--- src/rtl/rs_issue_select_if.sv ---
// Issue-select bundle: RS entry array side, functional-unit side, and the stall counter.
interface rs_issue_select_if #(
  parameter int NUM_RS = 8,
  parameter int PKT_W  = 128,
  parameter int CNT_W  = 16
);
  localparam int IDX_W = $clog2(NUM_RS);

  logic [NUM_RS-1:0]       rs_busy;
  logic [NUM_RS-1:0]       rs_ready;
  logic [NUM_RS*PKT_W-1:0] rs_packet;
  logic                    fu_ready;
  logic                    squash;
  logic [NUM_RS-1:0]       rs_clear;
  logic                    is_valid;
  logic [PKT_W-1:0]        is_packet;
  logic [IDX_W-1:0]        is_rs_idx;
  logic [CNT_W-1:0]        stall_cnt;

  modport master (
    output rs_busy, rs_ready, rs_packet, fu_ready, squash,
    input  rs_clear, is_valid, is_packet, is_rs_idx, stall_cnt
  );

  modport slave (
    input  rs_busy, rs_ready, rs_packet, fu_ready, squash,
    output rs_clear, is_valid, is_packet, is_rs_idx, stall_cnt
  );
endinterface

--- src/rtl/rs_issue_select.sv ---
// Round-robin pick of one ready RS entry per cycle into a single-slot issue register
// with valid/ready backpressure, same-cycle entry clear and a saturating stall counter.
module rs_sel_lane (
  input  logic busy_i,
  input  logic ready_i,
  input  logic sel_i,
  input  logic commit_i,
  output logic req_o,
  output logic clr_o
);
  assign req_o = busy_i & ready_i;
  assign clr_o = sel_i & commit_i;
endmodule

module rs_issue_select #(
  parameter int NUM_RS = 8,
  parameter int PKT_W  = 128,
  parameter int CNT_W  = 16,
  localparam int IDX_W = $clog2(NUM_RS)
) (
  input  logic               clock,
  input  logic               reset,
  rs_issue_select_if.slave   bus
);
  logic [NUM_RS-1:0] req, req_hi, sel_oh;
  logic [IDX_W-1:0]  hi_idx, lo_idx, grant_idx;
  logic              grant_any, load_en, commit, stall_inc;

  logic              valid_q, valid_d;
  logic [PKT_W-1:0]  pkt_q, pkt_d;
  logic [IDX_W-1:0]  idx_q, idx_d;
  logic [IDX_W-1:0]  rr_q, rr_d;
  logic [CNT_W-1:0]  stall_q, stall_d;

  assign load_en   = (~valid_q | bus.fu_ready) & ~bus.squash;
  // Reset gating keeps entries from freeing while the issue register is held in reset.
  assign commit    = grant_any & load_en & reset;
  assign stall_inc = valid_q & ~bus.fu_ready & ~bus.squash & ~(&stall_q);

  for (genvar i = 0; i < NUM_RS; i++) begin : g_lane
    assign sel_oh[i] = (grant_idx == IDX_W'(i));
    assign req_hi[i] = req[i] & (IDX_W'(i) >= rr_q);
    rs_sel_lane u_lane (
      .busy_i  (bus.rs_busy[i]),
      .ready_i (bus.rs_ready[i]),
      .sel_i   (sel_oh[i]),
      .commit_i(commit),
      .req_o   (req[i]),
      .clr_o   (bus.rs_clear[i])
    );
  end

  // Lowest request at or above rr_q wins; otherwise wrap to the lowest request overall.
  always_comb begin
    hi_idx = '0;
    lo_idx = '0;
    for (int i = NUM_RS - 1; i >= 0; i--) begin
      if (req_hi[i]) hi_idx = IDX_W'(i);
      if (req[i])    lo_idx = IDX_W'(i);
    end
    grant_any = |req;
    grant_idx = (|req_hi) ? hi_idx : lo_idx;
  end

  always_comb begin
    valid_d = valid_q;
    pkt_d   = pkt_q;
    idx_d   = idx_q;
    rr_d    = rr_q;
    stall_d = stall_q;
    if (stall_inc) stall_d = stall_q + 1'b1;
    if (bus.squash) begin
      valid_d = 1'b0;
    end else if (load_en) begin
      valid_d = grant_any;
      if (grant_any) begin
        pkt_d = bus.rs_packet[grant_idx*PKT_W +: PKT_W];
        idx_d = grant_idx;
        rr_d  = grant_idx + 1'b1;
      end
    end
  end

  always_ff @(posedge clock or negedge reset) begin
    if (!reset) begin
      valid_q <= 1'b0;
      pkt_q   <= '0;
      idx_q   <= '0;
      rr_q    <= '0;
      stall_q <= '0;
    end else begin
      valid_q <= valid_d;
      pkt_q   <= pkt_d;
      idx_q   <= idx_d;
      rr_q    <= rr_d;
      stall_q <= stall_d;
    end
  end

  assign bus.is_valid  = valid_q;
  assign bus.is_packet = pkt_q;
  assign bus.is_rs_idx = idx_q;
  assign bus.stall_cnt = stall_q;
endmodule

--- src/flat_wrapper.sv ---
// flat-port wrapper written by rule: the top's interface ports become plain ports
module rs_issue_select_flat 
#(
  parameter int NUM_RS = 8,
  parameter int PKT_W  = 128,
  parameter int CNT_W  = 16,
  localparam int IDX_W = $clog2(NUM_RS)
)
  (clock, reset, bus_rs_busy, bus_rs_ready, bus_rs_packet, bus_fu_ready, bus_squash, bus_rs_clear, bus_is_valid, bus_is_packet, bus_is_rs_idx, bus_stall_cnt);
  rs_issue_select_if #(.NUM_RS(NUM_RS), .PKT_W(PKT_W), .CNT_W(CNT_W)) bus_i ();
  input  logic clock;
  input  logic reset;
  input wire logic [$bits(bus_i.rs_busy)-1:0] bus_rs_busy;
  input wire logic [$bits(bus_i.rs_ready)-1:0] bus_rs_ready;
  input wire logic [$bits(bus_i.rs_packet)-1:0] bus_rs_packet;
  input wire logic [$bits(bus_i.fu_ready)-1:0] bus_fu_ready;
  input wire logic [$bits(bus_i.squash)-1:0] bus_squash;
  output wire logic [$bits(bus_i.rs_clear)-1:0] bus_rs_clear;
  output wire logic [$bits(bus_i.is_valid)-1:0] bus_is_valid;
  output wire logic [$bits(bus_i.is_packet)-1:0] bus_is_packet;
  output wire logic [$bits(bus_i.is_rs_idx)-1:0] bus_is_rs_idx;
  output wire logic [$bits(bus_i.stall_cnt)-1:0] bus_stall_cnt;
  assign bus_i.rs_busy = bus_rs_busy;
  assign bus_i.rs_ready = bus_rs_ready;
  assign bus_i.rs_packet = bus_rs_packet;
  assign bus_i.fu_ready = bus_fu_ready;
  assign bus_i.squash = bus_squash;
  assign bus_rs_clear = bus_i.rs_clear;
  assign bus_is_valid = bus_i.is_valid;
  assign bus_is_packet = bus_i.is_packet;
  assign bus_is_rs_idx = bus_i.is_rs_idx;
  assign bus_stall_cnt = bus_i.stall_cnt;
  rs_issue_select #(.NUM_RS(NUM_RS), .PKT_W(PKT_W), .CNT_W(CNT_W)) u_core (.clock(clock), .reset(reset), .bus(bus_i));
endmodule
--- config.mk ---
export PLATFORM = sky130hd
export DESIGN_NAME = rs_issue_select_flat
export DESIGN_NICKNAME = d
export VERILOG_FILES = /design/src/rtl/rs_issue_select_if.sv /design/src/rtl/rs_issue_select.sv /design/src/flat_wrapper.sv
export SDC_FILE = /design/constraint.sdc
export NUM_CORES = 1
export LEC_CHECK = 0
export CAP_MARGIN = 20
export CORE_AREA = 10 10 463 465
export CTS_CLUSTER_SIZE = 16
export DETAILED_ROUTE_END_ITERATION = 12
export DIE_AREA = 0 0 473 475
export DONT_BUFFER_PORTS = 1
export PLACE_DENSITY_LB_ADDON = 0.08
export REMOVE_ABC_BUFFERS = 1
export SLEW_MARGIN = 20
export SYNTH_ARGS = -nofsm -noshare
export SYNTH_HDL_FRONTEND = slang
export SYNTH_SLANG_ARGS = --single-unit
--- constraint.sdc ---
create_clock -name clock -period 5.3 [get_ports clock]
set_input_delay 1.06 -clock clock [delete_from_list [all_inputs] [get_ports clock]]
set_output_delay 1.06 -clock clock [all_outputs]
set_load 0.03 [all_outputs]
Yosys cells after proc, flatten, opt, wreduce, memory -nomap -nowiden
Index checks and enable logic that the tools add are counted.
- input port bits: 1044
- bits in latches: 0
- memories kept: 0
- bits in writable memories: 0
- flip-flop bits (word level): 151
- memory bits (read-only): 0
- multiplexer cells: 19
- div/mod/pow operators: 0
- $mul: 0
- equal/unequal tests: 7
- reduce and logical (&&, ||, !) cells: 6
- shifts and indexed selects: 1
- bitwise operators: 35
- add/subtract/negate cells: 2
- magnitude comparators: 8
- operators by type and width (operator ; count):
    $shiftx A1024 B11 Y128 ; 1
    $mux W3 ; 17
    $and A1 B1 Y1 ; 30
    $add A16 B1 Y16 const B ; 1
    $reduce_and A16 Y1 ; 1
    $reduce_or A8 Y1 ; 2
    $eq A3 B3 Y1 const B ; 4
    $ge A3 B3 Y1 const A ; 4
    $eq A3 B2 Y1 const B ; 2
    $ge A1 B3 Y1 const A ; 2
    $ge A2 B3 Y1 const A ; 2
    $not A1 Y1 ; 4
    $add A3 B1 Y3 const B ; 1
    $eq A3 B1 Y1 const B ; 1
    $logic_not A3 Y1 ; 1
    $reduce_and A3 Y1 ; 1
    $mux W1 ; 2
    $reduce_bool A2 Y1 ; 1
    $or A1 B1 Y1 ; 1

Longest topological paths before layout
- word-level depth: 13
- depth in mapped cells: 13

Modules after synthesis
A second synthesis with hierarchy kept.
- cells, all modules: 2415
- area total of the unflattened synthesis: 16839.9 um^2
- modules (own cells, without submodules) (module ; sequential area each (um^2) ; instances ; area each (um^2) ; cells an instance):
    rs_issue_select ; 3778.6 ; 1 ; 16739.8 ; 2399
    rs_sel_lane ; 0.0 ; 8 ; 12.5 ; 2

Least setup slack after synthesis
OpenSTA, ideal clock, no wires.
- kind: in2out
- start point: input port bus_rs_busy[4]
- end point: output port bus_rs_clear[7]
- buffers on the path: 4
- setup slack: 1.138 ns
- data arrival time: 3.102 ns
- stages: 11
- required time: 4.240 ns
- path through: and2_1 -> a32oi_1 -> and3_1 -> a32o_1 -> buf_4 -> clkbuf_1 -> clkbuf_1 -> ha_1 -> ha_1 -> and3_1 -> buf_4
- cells in the longest elaborated chain, start to end: 10
- RTL lines (what ; RTL line ; text):
    start, declared ; flat_wrapper.sv:13 ; input wire logic [$bits(bus_i.rs_busy)-1:0] bus_rs_busy;
    $and A1 B1 Y1 * ; rs_issue_select.sv:11 ; assign req_o = busy_i & ready_i;
    $and A1 B1 Y1 ; rs_issue_select.sv:42 ; assign req_hi[i] = req[i] & (IDX_W'(i) >= rr_q);
    $mux W3 (5 in a row) ; rs_issue_select.sv:58 ; if (req_hi[i]) hi_idx = IDX_W'(i);
    $mux W3 * ; rs_issue_select.sv:62 ; grant_idx = (|req_hi) ? hi_idx : lo_idx;
    net u_core.grant_idx[0] ; rs_issue_select.sv:26 ; logic [IDX_W-1:0] hi_idx, lo_idx, grant_idx;
    $eq A3 B3 Y1 * ; rs_issue_select.sv:41 ; assign sel_oh[i] = (grant_idx == IDX_W'(i));
    $and A1 B1 Y1 * ; rs_issue_select.sv:12 ; assign clr_o = sel_i & commit_i;
    end, declared ; flat_wrapper.sv:18 ; output wire logic [$bits(bus_i.rs_clear)-1:0] bus_rs_clear;
The timed path passes the listed nets; every way through them passes the cells marked *.

Worst setup path after layout
- start point: register u_core.rr_q[1]
- end point: output port bus_rs_clear[2]
- cells in the longest elaborated chain, start to end: 13
- RTL lines (what ; RTL line ; text):
    start, declared ; rs_issue_select.sv:32 ; logic [IDX_W-1:0] rr_q, rr_d;
    start signal, assigned ; rs_issue_select.sv:95 ; rr_q <= rr_d;
    $ge A3 B3 Y1 ; rs_issue_select.sv:42 ;
    $and A1 B1 Y1 ; rs_issue_select.sv:42 ;
    $mux W3 (8 in a row) ; rs_issue_select.sv:58 ;
    $mux W3 * ; rs_issue_select.sv:62 ;
    $eq A3 B2 Y1 * ; rs_issue_select.sv:41 ;
    $and A1 B1 Y1 * ; rs_issue_select.sv:12 ;
Mark *: on every way between the ends. The rest lies on a longest branch, timed or not.

==> out/metrics.csv <==
stage,metric,value,unit
clock_network,CTS HTree Levels,4,
timing,setup tns final,0,ns
hold_path,worst min path class,input pin to async pin,
placement,PortBufs,0,
timing,Tmin final,4.47,ns
timing,Max-slew headroom,24.8,%
clock_network,postcts setup bufs,0,
routing,Post-Route WL,138000,um
pwr,Sw Pwr,5400,uW
floorplan,width of the die,473,um
routing,DR vias/cell,3.34,
timing,"Hold Violations, Final",0,
setup_path,Worst Reg-to-Reg Cells,9,
global_routing,gr ovfl total,0,
floorplan,Ports,1200,
routing,DRC,0,
synthesis,Syn. warnings,0,
floorplan,Starting Density,6.76,%
cells_and_area,Fill cells,24109,
routing,DRT iter0 DRCs,1048,
cells_and_area,NumNets Final,2822,
timing,final setup margin,0.827,ns
floorplan,Die Y,475,um
timing,Worst Tran Pin Value,1.13,ns
job,MaxCap Viol Count,0,
global_routing,largest net degree at the start of global routing,160,
cells_and_area,share of cells above drive strength 1,6.50,%
global_routing,vias in the first global route,16098,
pwr,clock power share,16.1,%
placement,Post-Place Setup Slack,0.414,ns
setup_path,crit path launch,u_core.rr_q[1],
setup_path,worst r2r src,u_core.rr_q[1],
setup_path,Crit path required time,4.24,ns
setup_path,WP data arrival,3.41,ns
timing,fin. max-slew vios,0,
routing,DRT Pass-1 Iters,7,
timing,Final Cycle Share,84.4,%
pwr,Gate power share,49.8,%
synthesis,Synth Instances,1849,
timing,RSZ-0062 raised after global routing,false,
global_routing,global-route wire length before repair,175000,um
synthesis,Syn Std Cell Area,13800,sq um
synthesis,"Seq/Total Area, Yosys",27.4,%
synthesis,"Top FF cell, synth",dfrtp_1,
floorplan,Die Area,225000,sq um
pwr,PD cells,540,nW/um^2
setup_path,critical path startpoint category,flop,
cells_and_area,fin util,8.72,%
synthesis,"EDFF count, synth",0,
synthesis,Syn Area/Cell,7.47,sq um
pwr,leak pwr,0.00726,uW
timing,Clock Skew,0.0124,ns
placement,DP Wirelength,117000,um
clock_network,CTS tree,built,
clock_network,cts bufs inserted,17,
setup_path,Setup CP Type,flop to output port,
clock_network,clock root buffer master,clkbuf_16,
clock_network,clk sink count,151,
timing,achievable frequency,224,MHz
clock_network,hold_buf cts,0,
pwr,sequential power share,34.1,%
status,status,"finished, final reports clean",
routing,number of routed nets with antenna violations,0,
global_routing,initial antenna violation count,66,
timing,final setup fails,0,
placement,gpl congestion,0.864,
clock_network,"CTS clk-pin slew, worst paths",0.08,ns
pwr,Net Sw Frac,56.1,%
routing,vias,15007,
pwr,Worst VDD drop,0.000530,V
floorplan,row count,166,
routing,DR WL/cell,30.8,um
cells_and_area,area delta synth->final,29.1,%
floorplan,Core ar.,204000,sq um
global_routing,total track usage,11.6,%
synthesis,Post-synth ARST share,100,%
pwr,Internal,4220,uW
clock_network,CTS max path bufs,2,
setup_path,CP max FO,74,
clock_network,Resized cells post-CTS,0,
synthesis,distinct cell type count after synthesis,49,
clock_network,clk_lat worst skew,0.55,ns
setup_path,Worst setup EP type,output port,
synthesis,Seq cells post-synth,151,
## path summary, 6_finish.rpt
path	to	slack, ns
hold / removal	u_core.bus.is_packet[34]	0.21
max in group asynchronous	u_core.bus.is_packet[93]	4.63
setup reg to reg	u_core.bus.is_packet[59]	1.06
min in group clock	u_core.bus.is_valid	0.57
setup / recovery	bus_rs_clear[2]	0.83
hold reg to reg	u_core.rr_q[0]	0.72
## power by group through the flow
stage	Combinational (uW)	Sequential [uW]	Clock, uW
after detailed placement	4960	3350	0
after floorplan	3760	2870	0
final	4800	3280	1550
after CTS	4960	3340	1680
after global placement	4910	3400	0
after global routing	5290	3380	1690
## worst max-delay path: stages, from the launching register on
cell      delay, ns
dfrtp_1        0.52
o21ai_1        0.38
a221oi_1       0.14
a311o_1        0.36
a32o_4         0.32
inv_8          0.52
ha_1           0.28
and3_1         0.20
buf_12         0.14
## registers in the layout, indices dropped and copies added (netlist names)
| name | count |
|---|---|
| u_core.bus.stall_cnt | 16 |
| u_core.rr_q | 3 |
| u_core.bus.is_valid | 1 |
| u_core.bus.is_packet | 128 |
| u_core.bus.is_rs_idx | 3 |
## per-layer routing
metal	up-vias	part of all wire (%)	track usage, %
met2	1020	50	20.4
li1	6441	-	-
met4	26	1.1	1.99
met3	130	9.9	4.85
met1	7390	39	13.2
met5	-	0.13	0
## metrics by stage
step	cells	total power [uW]	hold slack [ns]	instance area [sq um]
after floorplan	1683	6630	0.564	13000
after global placement	4441	8310	0.701	17100
after detailed placement	4441	8310	0.697	17100
after CTS	4473	9990	0.117	17800
after global routing	4477	10400	0.128	17800
final	4490	9620	0.205	17800
## cells by family (layout without fill, tap and decap cells)
group	count (synthesis)	in the layout	share of synthesized area, %
multiplexers	261	261	19.0
flip-flops	151	151	27.4
adder cells (fa/ha/maj)	6	6	0.544
XOR/XNOR	14	14	0.888
AND/OR/NAND/NOR	837	837	29.4
AO/OA/AOI/OAI	411	411	16.7
buffers and inverters	169	105	6.14
other	0	17	0
## placed cells by master, fill, tap and decap left out, types with 2 or more instances in the layout
cell,n
a32oi_1,2
and3_1,14
bufinv_16,3
and2_1,134
o22ai_1,128
dfrtp_1,151
nand2_4,4
inv_8,4
xor2_1,2
diode_2,17
or4_1,129
a32o_1,2
clkbuf_8,2
clkbuf_16,17
nor3_1,3
inv_1,2
nor2_1,7
nand3_1,5
clkinv_4,3
ha_1,6
mux2i_1,257
xnor2_1,12
a21o_1,3
buf_12,18
inv_6,3
a21oi_1,260
nand3b_1,2
nand2_1,526
a222oi_1,2
buf_4,52
nand4_1,4
mux2_2,4
## cells in the mapped netlist, types with 2 or more instances
cell type	count	area share (%)
nand3b_1	2	0.11
dfrtp_1	151	27
a32o_1	3	0.22
a222oi_1	2	0.15
xor2_1	2	0.13
or4_1	129	7.0
a21oi_1	260	9.4
buf_6	12	0.98
mux2i_1	257	19
mux2_2	4	0.33
nand2_1	530	14
buf_2	56	2.0
a21o_1	3	0.16
nor2_1	7	0.19
nor3_1	3	0.11
inv_1	2	0.054
or3_1	2	0.091
and3_1	14	0.63
nand3_1	5	0.18
buf_4	14	0.76
clkbuf_1	70	1.9
xnor2_1	12	0.76
nand4_1	4	0.18
and2_1	134	6.1
buf_1	14	0.38
ha_1	6	0.54
o22ai_1	128	5.8
a32oi_1	2	0.13
## layout make-up
| cell class | instances | area [sq um] | area share [%] |
|---|---|---|---|
| Timing Repair Buffer | 70 | 751 | 4.21 |
| Antenna cell | 17 | 42.5 | 0.239 |
| Sequential cell | 151 | 3780 | 21.2 |
| Tap cell | 2688 | 3360 | 18.9 |
| Clock buffer | 19 | 453 | 2.54 |
| Multi-Input combinational cell | 1529 | 9230 | 51.8 |
| Inverter | 3 | 18.8 | 0.105 |
| Clock inverter | 13 | 184 | 1.03 |
No activity file was read; power rests on OpenSTA's default activity.
